--- config.mk ---
export PLATFORM = sky130hd
export DESIGN_NAME = tdm_demux4
export DESIGN_NICKNAME = d
export VERILOG_FILES = /design/src/rtl/tdm_demux4.sv
export SDC_FILE = /design/constraint.sdc
export NUM_CORES = 1
export LEC_CHECK = 0
export BUFFER_PORTS_ARGS = -buffer_cell sky130_fd_sc_hd__buf_2
export CAP_MARGIN = 30
export CORE_MARGIN = 10
export CORE_UTILIZATION = 48
export CTS_CLUSTER_SIZE = 12
export DETAILED_ROUTE_END_ITERATION = 8
export PLACE_DENSITY = 0.75
export SETUP_SLACK_MARGIN = 0.15
export SLEW_MARGIN = 40
export SYNTH_ARGS = -nofsm -noshare
export SYNTH_HDL_FRONTEND = slang
export SYNTH_SLANG_ARGS = --single-unit
--- constraint.sdc ---
create_clock -name clk -period 1.34 [get_ports clk]
set_input_delay 0.134 -clock clk [delete_from_list [all_inputs] [get_ports clk]]
set_output_delay 0.134 -clock clk [all_outputs]
set_load 0.01 [all_outputs]
--- src/rtl/tdm_demux4.sv ---
// Receive side of a 4-slot TDM link: rebuilds four W-bit channels and whole frames.
// Optional parity checking is enabled by defining TDM_DEMUX_PARITY_EN.
module tdm_demux4 #(
  parameter int W = 4
) (
  input  logic           clk,
  input  logic           rst,
  input  logic [W-1:0]   din,
  input  logic           din_valid,
  input  logic           frame_sync,
`ifdef TDM_DEMUX_PARITY_EN
  input  logic           din_par,
  output logic           par_err,
`endif
  output logic [4*W-1:0] ch_data,
  output logic [3:0]     ch_valid,
  output logic [4*W-1:0] frame_data,
  output logic           frame_valid,
  output logic [1:0]     slot,
  output logic           locked,
  output logic           sync_err
);

  logic [3:0][W-1:0] ch_q, ch_d;
  logic [2:0][W-1:0] shadow_q, shadow_d;
  logic [3:0][W-1:0] frame_q, frame_d;
  logic [3:0]        ch_valid_q, ch_valid_d;
  logic              frame_valid_q, frame_valid_d;
  logic [1:0]        slot_q, slot_d;
  logic              locked_q, locked_d;
  logic              sync_err_q, sync_err_d;
  // Slots 0..2 written cleanly since the last slot-0 beat.
  logic [2:0]        mask_q, mask_d;
  logic              par_err_q, par_err_d;

  logic              accept;
  logic              bad_beat;
  logic [1:0]        wslot;

  assign accept = din_valid & (locked_q | frame_sync);

`ifdef TDM_DEMUX_PARITY_EN
  assign bad_beat = ^{din, din_par};
  assign par_err  = par_err_q;
`else
  assign bad_beat = 1'b0;
`endif

  always_comb begin
    ch_d          = ch_q;
    shadow_d      = shadow_q;
    frame_d       = frame_q;
    ch_valid_d    = 4'b0000;
    frame_valid_d = 1'b0;
    slot_d        = slot_q;
    locked_d      = locked_q;
    sync_err_d    = 1'b0;
    mask_d        = mask_q;
    par_err_d     = 1'b0;
    wslot         = slot_q;

    if (accept) begin
      // frame_sync always realigns to slot 0; flag it only if we were mid-frame.
      if (frame_sync) begin
        wslot = 2'd0;
        if (locked_q && (slot_q != 2'd0)) begin
          sync_err_d = 1'b1;
        end
      end
      slot_d    = wslot + 2'd1;
      locked_d  = 1'b1;
      par_err_d = bad_beat;
      if (wslot == 2'd0) begin
        mask_d = 3'b000;
      end
      if (!bad_beat) begin
        ch_d[wslot]       = din;
        ch_valid_d[wslot] = 1'b1;
        if (wslot != 2'd3) begin
          shadow_d[wslot] = din;
          mask_d[wslot]   = 1'b1;
        end else if (&mask_q) begin
          frame_d       = {din, shadow_q[2], shadow_q[1], shadow_q[0]};
          frame_valid_d = 1'b1;
        end
      end
    end
  end

  always_ff @(posedge clk) begin
    if (rst) begin
      ch_q          <= '0;
      shadow_q      <= '0;
      frame_q       <= '0;
      ch_valid_q    <= 4'b0000;
      frame_valid_q <= 1'b0;
      slot_q        <= 2'd0;
      locked_q      <= 1'b0;
      sync_err_q    <= 1'b0;
      mask_q        <= 3'b000;
      par_err_q     <= 1'b0;
    end else begin
      ch_q          <= ch_d;
      shadow_q      <= shadow_d;
      frame_q       <= frame_d;
      ch_valid_q    <= ch_valid_d;
      frame_valid_q <= frame_valid_d;
      slot_q        <= slot_d;
      locked_q      <= locked_d;
      sync_err_q    <= sync_err_d;
      mask_q        <= mask_d;
      par_err_q     <= par_err_d;
    end
  end

  assign ch_data     = ch_q;
  assign ch_valid    = ch_valid_q;
  assign frame_data  = frame_q;
  assign frame_valid = frame_valid_q;
  assign slot        = slot_q;
  assign locked      = locked_q;
  assign sync_err    = sync_err_q;

endmodule

* Word-level counts from Yosys, hierarchy flattened
Index checks and enable logic that the tools add are counted.
** Word-level totals
- Register bits :: 56
- Latch bits :: 0
- Bits in writable memories :: 0
- Memory bits (read-only) :: 0
- Input port bits :: 8
- Output and inout port bits :: 41
- Word-level logic and storage cells :: 50
- Memories :: 0
** Operators by class
- Add/subtract/negate cells :: 1
- Multiply operators :: 0
- Div/mod/pow operators :: 0
- Magnitude comparators :: 2
- Equality and inequality tests :: 1
- Shift-type cells :: 0
- Mux-type cells :: 13
- Bitwise logic cells :: 6
- Reductions and logical operators :: 10
** Operators with widths (count)
- 16-bit bitwise mux :: 1
- 12-bit bitwise mux :: 1
- 3-bit two-way mux :: 3
- 4-bit demux with 2-bit select :: 1
- 3-bit OR reduction :: 2
- 5-bit AND reduction :: 1
- 2-bit two-way mux :: 2
- 4-bit two-way mux :: 1
- 2-bit by 3-bit less-than comparator with 1-bit output, second input constant :: 1
- 1-bit two-way mux :: 3
- 1-bit inverter :: 3
- 3-bit bitwise OR :: 1
- 3-bit AND reduction :: 1
- 2-bit by 1-bit adder with 2-bit output, second input constant :: 1
- 1-bit demux with 2-bit select :: 1
- 2-bit by 1-bit >= comparator with 1-bit output, second input constant :: 1
- 1-bit logical AND :: 2
- 2-bit zero test :: 1
- 2-bit inequality test, second input constant :: 1
- 2-bit AND reduction :: 1
- 2-bit nonzero test :: 1
- 2-bit OR reduction :: 1
- 1-bit AND :: 1
- 1-bit bitwise OR :: 1

* Logic depth before layout (Yosys ltp)
Gate-level depths: netlist of run 1.
- Depth after elaboration :: 9
- Gate-level depth with buffers :: 9

* Least setup slack after synthesis of run 1
No wires, ideal clock.
- Path kind :: flip-flop to flip-flop
- Start :: reg slot_q[0] (netlist: slot[0])
- End :: reg frame_q, in the netlist frame_data[14]
- Library setup time :: 0.067 ns
- Data arrival time :: 1.508 ns
- Setup slack :: -0.235 ns
- Cell stages (with the launch flop) :: 8
- Buffers on the path :: 2
- Cell sequence :: dfxtp_1 > nor2b_4 > ha_1 > o211ai_4 > or2_1 > buf_2 > buf_6 > o21ai_2
** On the way
- Cells in the longest elaborated chain, start to end :: 5
** RTL lines
- start, declared :: line 29 : logic [1:0] slot_q, slot_d;
- start signal, assigned :: line 108 : slot_q <= slot_d;
- 2-bit two-way mux :: line 64 : if (frame_sync) begin
- 2-bit two-way mux :: line 62 : if (accept) begin
- 2-bit inequality test :: line 79 : if (wslot != 2'd3) begin
- 1-bit inverter (no source line)
- 5-bit AND reduction (no source line)
- end signal, assigned :: line 105 : frame_q <= frame_d;
- end, declared :: line 26 : logic [3:0][W-1:0] frame_q, frame_d;
Every way passes these cells. The select of a mux whose other input is x is not followed.
A chain may end at the register's enable or synchronous reset.

* Worst setup path in the final report of run 1
- Start :: reg slot_q[0] (netlist: slot[0])
- End :: reg ch_q, in the netlist ch_data[11]
** On the way
- Cells in the longest elaborated chain, start to end :: 7
** RTL lines
- 2-bit two-way mux (*) :: line 64
- 2-bit two-way mux (*) :: line 62
- 2-bit by 3-bit less-than comparator with 1-bit output (not written as such) or 2-bit by 1-bit >= comparator with 1-bit output (tied branches) :: line 77 : ch_d[wslot] = din;
- 1-bit logical AND (not written as such) :: line 77
- 4-bit two-way mux (not written as such) :: line 77
- 4-bit demux with 2-bit select (*) :: line 77
- 16-bit bitwise mux (*) :: line 77
- end signal, assigned :: line 103 : ch_q <= ch_d;
- end, declared :: line 24 : logic [3:0][W-1:0] ch_q, ch_d;
Mark *: on every way between the ends. The rest lies on a longest branch, timed or not. The select of a mux whose other input is x is not followed.

==> results of run 1 <==
==> registers in the layout (all words and copies together), names as in the netlist, named ones only <==
register	cells
ch_data	16
sync_err	1
slot	2
shadow_q	12
frame_valid	1
ch_valid	4
locked	1
frame_data	16
==> cells in the mapped netlist (all sizes together) <==
| master | instances | area [µm²] |
|---|---|---|
| dfxtp | 56 | 1120 |
| o21ai | 47 | 273 |
| mux2i | 18 | 180 |
| nor2b | 18 | 120 |
| nand2b | 17 | 114 |
| nor2 | 13 | 48.8 |
| nand3b | 12 | 90.1 |
| buf | 8 | 57.6 |
| clkbuf | 8 | 30.0 |
| o211ai | 6 | 58.8 |
| a21oi | 4 | 20.0 |
| ha | 4 | 50.1 |
| inv | 2 | 7.50 |
| or2 | 2 | 12.5 |
| or3 | 2 | 12.5 |
| nand2 | 1 | 3.75 |
| nand3 | 1 | 5.00 |
| nand4b | 1 | 8.76 |
| nor3 | 1 | 5.00 |
==> worst max-delay path: stages (launching register included) <==
cell and delay, ps:
sky130_fd_sc_hd__dfxtp_2 340, sky130_fd_sc_hd__nor2b_4 220, sky130_fd_sc_hd__inv_2 90, sky130_fd_sc_hd__buf_6 130
sky130_fd_sc_hd__ha_4 150, sky130_fd_sc_hd__o211ai_1 150, sky130_fd_sc_hd__buf_4 210, sky130_fd_sc_hd__nand3b_1 70
sky130_fd_sc_hd__o21ai_1 80
==> report_power, final <==
group,leakage (nW),internal (mW),switching [mW],total (mW)
Combinational,0.819,0.115,0.138,0.252
Sequential,0.454,1.69,0.0185,1.71
Clock,0.0479,0.365,0.542,0.907
==> final cells by class <==
type / count / area (µm²) / area share (%)
clock buffer: 5 / 68.8 / 2.37
inverter: 2 / 7.51 / 0.259
sequential: 56 / 1120 / 38.8
multi-input combinational: 147 / 1110 / 38.2
clock inverter: 3 / 18.8 / 0.647
timing repair buffer: 76 / 509 / 17.6
tap: 52 / 65.1 / 2.24
==> path summary, 6_finish.rpt <==
kind,from,to,cells past startpoint
setup reg to reg,slot[0]$_SDFFE_PP0P_,ch_data[11]$_SDFFE_PP0P_,8
hold reg to reg,ch_data[10]$_SDFFE_PP0P_,ch_data[10]$_SDFFE_PP0P_,2
hold / removal,din[0],ch_data[12]$_SDFFE_PP0P_,3
setup / recovery,slot[0]$_SDFFE_PP0P_,ch_data[11]$_SDFFE_PP0P_,8
==> repair_timing <==
| item | 4_1_cts | 5_1_grt |
|---|---|---|
| cloned | 1 | 2 |
| resized for setup | 30 | 30 |
| pin swaps | 5 | 16 |
| buffers inserted | 3 | 2 |
| endpoints found under the setup margin | 54 | 55 |
==> per-layer routing <==
| layer | share of wire (%) | global-route usage [%] | up-vias | wire (µm) |
|---|---|---|---|---|
| li1 | - | - | 889 | - |
| met4 | 1.9 | 5.65 | 0 | 107 |
| met2 | 48 | 21.9 | 59 | 2630 |
| met3 | 8.4 | 5.66 | 10 | 463 |
| met5 | 0 | 0 | - | 0 |
| met1 | 42 | 16.7 | 835 | 2300 |
==> stage by stage <==
stage,TNS [ps],power [mW],utilization (%)
floorplan,-1020,1.88,-
global placement,-959,1.97,59.5
detailed placement,-2420,1.98,59.5
CTS,-2030,2.88,63.5
global route,-7110,3.00,65.7
finish,-3740,2.87,65.7
==> kinds of logic after synthesis <==
family | after synthesis
fa+ha+maj | 4
mux | 18
compound gates | 57
flops | 56
simple gates | 68
buf+inv | 18
==> out/metrics.cfg, run 1 <==
[timing]
setup_repair_after_global_routing_missed_its_margin=yes
slew_headroom_pct=62.9
post-route-period-util_pct=112
min_period_ps=1500
timing.hold.ws_ps=62.0
hold_viol_final=0
final-max-slew-violation-count=0
final_number_of_setup_violating_endpoints=43
clk_skew_ps=6.10
setup_slack_ps=-164
max_slew.worst_pin.slew_ps=554
fmax_mhz=665

[pwr]
leakagePower_nw=1.32
power.ir.vdd_worst_mv=0.943
power_density_mw_per_mm2=990

[route]
number_of_nets_with_antenna_violations_after_detailed_routing=0
routed_wire_length_per_instance_um=16.1
routed_wl_mm=5.51
drc_errors=0
detail_route.iter0.violations=95
drt_first_pass_iters=4
vias=1793
routed_via_density=5.26

[logic_synthesis]
synth.net_count=233
yosysSeqAreaShare_pct=50.5
post_synth_fa_ha_maj_area_fraction_pct=2.26
syn_inst=221
synth-seq-cells=56
synth-xor-area-share_pct=0
synth_mux_area_share_pct=8.12
synth_top_family_by_area=simple AND/OR/NAND/NOR gates
synth_simple_gate_area_share_pct=19.0
synthesis.area_per_instance_um2=10.0
synth.yosys.warnings=0
synth.lib_cells_used.distinct=27
synth-compound-area-share_pct=15.8
netlist_area_mm2=0.00222

[clock_tree]
clock_tree.root_cell=sky130_fd_sc_hd__clkbuf_8
cts_buffers=5
clk-insertion-delay-late_ps=310
cts.clk_slew.worst_paths_ps=90
cts_tree=built
cts.sink_count=56
post_cts_hold_buffer_count=0
cts-root-to-sink-buffers=2
clock_tree.htree_level_count=2

[setup_path]
worst_setup_path_end_kind=flip-flop
timing.critical_path.from_type=flip-flop
r2r_setup_slack_ps=-160
worst-endpoint-arrival_ps=1750
crit_required_ps=1580
critical_path.max_fanout=5
critical_path_class=reg -> reg

[final_layout]
area_delta_synth_final_pct=30.8
stdcell_area_mm2=0.00290
most_common_library_cell_in_the_layout_ignoring_fill_and_taps=sky130_fd_sc_hd__dfxtp_1
layout.filler_cells=367
drive_gt1_share_pct=41.9
final_cell_count_no_fill=341
number_of_antenna_cells_inserted=0
fin_nets=300
final_cell_mix=sky130_fd_sc_hd__dfxtp_1 (53), sky130_fd_sc_hd__buf_2 (50), sky130_fd_sc_hd__o21ai_1 (25)

[grt]
grt-ovfl-total=0
grt_pass1_wl_mm=8.69
grt_max_degree=20
number_of_global_route_vias_before_repair=1784
overall_routing_resource_usage_pct=14.0
grt_antenna_before_repair=0

[floorplan]
io_pins=49
initial_core_util_pct=50.3
dieArea_mm2=0.00774
chipHeight_um=88.0
fp.coreArea_mm2=0.00441
std_cell_rows=24
dieWidth_um=88.0

[run_status]
outcome=finished with violations
failed_checks=setup timing

[placed_design]
place_area_mm2=0.00263
hpwlAfterDp_mm=3.68
detailedPlace.worstSlack_ps=-144
cell_count_after_placement=325
gp_congestion=0.857
port_buffers=48

[min_path]
min_path_type=in -> reg

[job]
max-cap-violations=0

Power figures use the tool's default switching activity.
==> inputs of run 2 (changes only) <==
==> constraint.sdc (replaced) <==
create_clock -name clk -period 1.34 [get_ports clk]
set_input_delay 0.268 -clock clk [delete_from_list [all_inputs] [get_ports clk]]
set_output_delay 0.268 -clock clk [all_outputs]
set_load 0.01 [all_outputs]
==> run 2 against run 1 <==
Against the previous run:
- the flow still finishes with violations (setup timing)
- hold slack better by 150 ps
- final cell count up 1.5%
- sequential cell count unchanged
- clock skew up 9.5 ps
- utilization up 0.62 points
- routed wire length up 0.58%
- maximum frequency up 5.2%
- final area up 0.95%
- critical path depth down 2
- highest routed layer unchanged
- non-clock buffer count up 5
==> out/metrics.cfg, run 2 (synthesis results as in run 1) <==
[clock_tree]
cts-root-to-sink-buffers=2
cts.sink_count=56
cts_buffers=5
cts_tree=built
cts.clk_slew.worst_paths_ps=90
clk-insertion-delay-late_ps=310
clock_tree.htree_level_count=2
clock_tree.root_cell=sky130_fd_sc_hd__clkbuf_8

[route]
number_of_nets_with_antenna_violations_after_detailed_routing=0
detail_route.iter0.violations=98
drt_first_pass_iters=4
routed_via_density=5.29
drc_errors=0
routed_wire_length_per_instance_um=16.0
vias=1831
routed_wl_mm=5.54

[setup_path]
worstSetupStartpoint=slot[0]$_SDFFE_PP0P_
rr_startpoint=slot[0]$_SDFFE_PP0P_
critical_path_class=reg -> reg
timing.critical_path.slowest_stage_cell=sky130_fd_sc_hd__dfxtp_2
critical_path.max_fanout=5
worst_setup_path_end_kind=flip-flop
crit_required_ps=1580
worst-endpoint-arrival_ps=1670
cp_cell_sequence=nor2b_4, ha_4, o211ai_4, or2_4, buf_6, o21ai_2
worst_path_largest_cell_delay_ps=340
timing.critical_path.from_type=flip-flop

[timing]
min_period_ps=1430
setup_slack_ps=-89.4
post-route-period-util_pct=107
timing.hold.ws_ps=212
hold_viol_final=0
setup_repair_after_global_routing_missed_its_margin=yes
slew_headroom_pct=70.5
final-max-slew-violation-count=0
clk_skew_ps=15.7
fmax_mhz=700
final_number_of_setup_violating_endpoints=30
max_slew.worst_pin.slew_ps=440

[floorplan]
dieArea_mm2=0.00774
fp.coreArea_mm2=0.00441
std_cell_rows=24
initial_core_util_pct=50.3
chipHeight_um=88.0
io_pins=49
dieWidth_um=88.0

[grt]
grt_max_degree=19
number_of_global_route_vias_before_repair=1812
grt_antenna_before_repair=0
overall_routing_resource_usage_pct=13.9
grt-ovfl-total=0
grt_pass1_wl_mm=8.62

[placed_design]
hpwlAfterDp_mm=3.65
gp_congestion=0.796
port_buffers=48
cell_count_after_placement=328
detailedPlace.worstSlack_ps=-217

[final_layout]
layout.filler_cells=354
drive_gt1_share_pct=42.2
final_cell_count_no_fill=346
final_cell_mix=sky130_fd_sc_hd__dfxtp_1 (53), sky130_fd_sc_hd__buf_2 (46), sky130_fd_sc_hd__buf_4 (24)
fin_nets=306
most_common_library_cell_in_the_layout_ignoring_fill_and_taps=sky130_fd_sc_hd__dfxtp_1
area_delta_synth_final_pct=32.0
number_of_antenna_cells_inserted=0

[pwr]
leakagePower_nw=1.32
power.ir.vdd_worst_mv=0.605
power_density_mw_per_mm2=995

[min_path]
min_path_type=in -> reg
hold_path_startpoint=din[2]

[job]
max-cap-violations=0

[run_status]
outcome=finished with violations
failed_checks=setup timing

run 2: cell count changes in the layout (fill, tap and decap cells not counted), moves of 4 or more:
cell / change
sky130_fd_sc_hd__buf_2: -4
sky130_fd_sc_hd__o21ai_1: -5
sky130_fd_sc_hd__o21ai_0: +7
sky130_fd_sc_hd__buf_6: +6
sky130_fd_sc_hd__buf_4: +6
run 2: path summary, 6_finish.rpt:
kind | slack (ps) | end | cells past startpoint
hold / removal | 210 | ch_data[14]$_SDFFE_PP0P_ | 3
setup / recovery | -90 | frame_data[2]$_SDFFE_PP0P_ | 6
setup reg to reg | -90 | frame_data[2]$_SDFFE_PP0P_ | 6
hold reg to reg | 480 | flip-flop | 2
run 2: final cells by class:
class | instances | area [µm²] | area share (%)
Sequential cell | 56 | 1130 | 38.5
Multi-Input combinational cell | 148 | 1100 | 37.6
Timing Repair Buffer | 81 | 534 | 18.2
Clock buffer | 6 | 82.6 | 2.82
Tap cell | 52 | 65.1 | 2.22
Inverter | 2 | 10.0 | 0.342
Clock inverter | 1 | 8.76 | 0.299
run 2: critical path, delay by kind of cell, from the launching register on:
| family | cells | cell delay (ps) |
|---|---|---|
| AO/OA/AOI/OAI | 2 | 200 |
| buffers and inverters | 1 | 140 |
| flip-flops | 1 | 340 |
| adder cells (fa/ha/maj) | 1 | 190 |
| AND/OR/NAND/NOR | 2 | 490 |
run 2: through the flow:
stage / power (mW) / util, % / area, µm² / TNS [ps]
finish: 2.92 / 66.4 / 2930 / -1280
CTS: 2.91 / 64.6 / 2850 / -405
floorplan: 1.88 / - / 2260 / -1600
global placement: 1.96 / 59.5 / 2630 / -3960
global route: 3.02 / 66.4 / 2930 / -4450
detailed placement: 1.97 / 59.5 / 2630 / -5530
run 2: timing repair:
action	in CTS	in global routing
hold endpoints to repair	0	0
hold buffers	0	0
gates resized for setup	25	32
pin swaps	9	10
gates cloned	3	0
setup buffers	6	2
setup endpoints to repair	53	55
run 2: power by group:
part	total (mW)	internal [mW]	switching, mW
clock network	0.936	0.413	0.523
registers	1.71	1.69	0.0192
logic	0.267	0.127	0.140
total	2.92	2.23	0.682
run 2: metal layers:
layer  vias to the layer above  GRT usage [%]  part of all wire, %
met5                         -              0                    0
met4                         0           4.49                 0.34
met3                         2           6.22                  8.9
met2                        54           21.6                   47
met1                       871           16.6                   43
li1                        904              -                    -
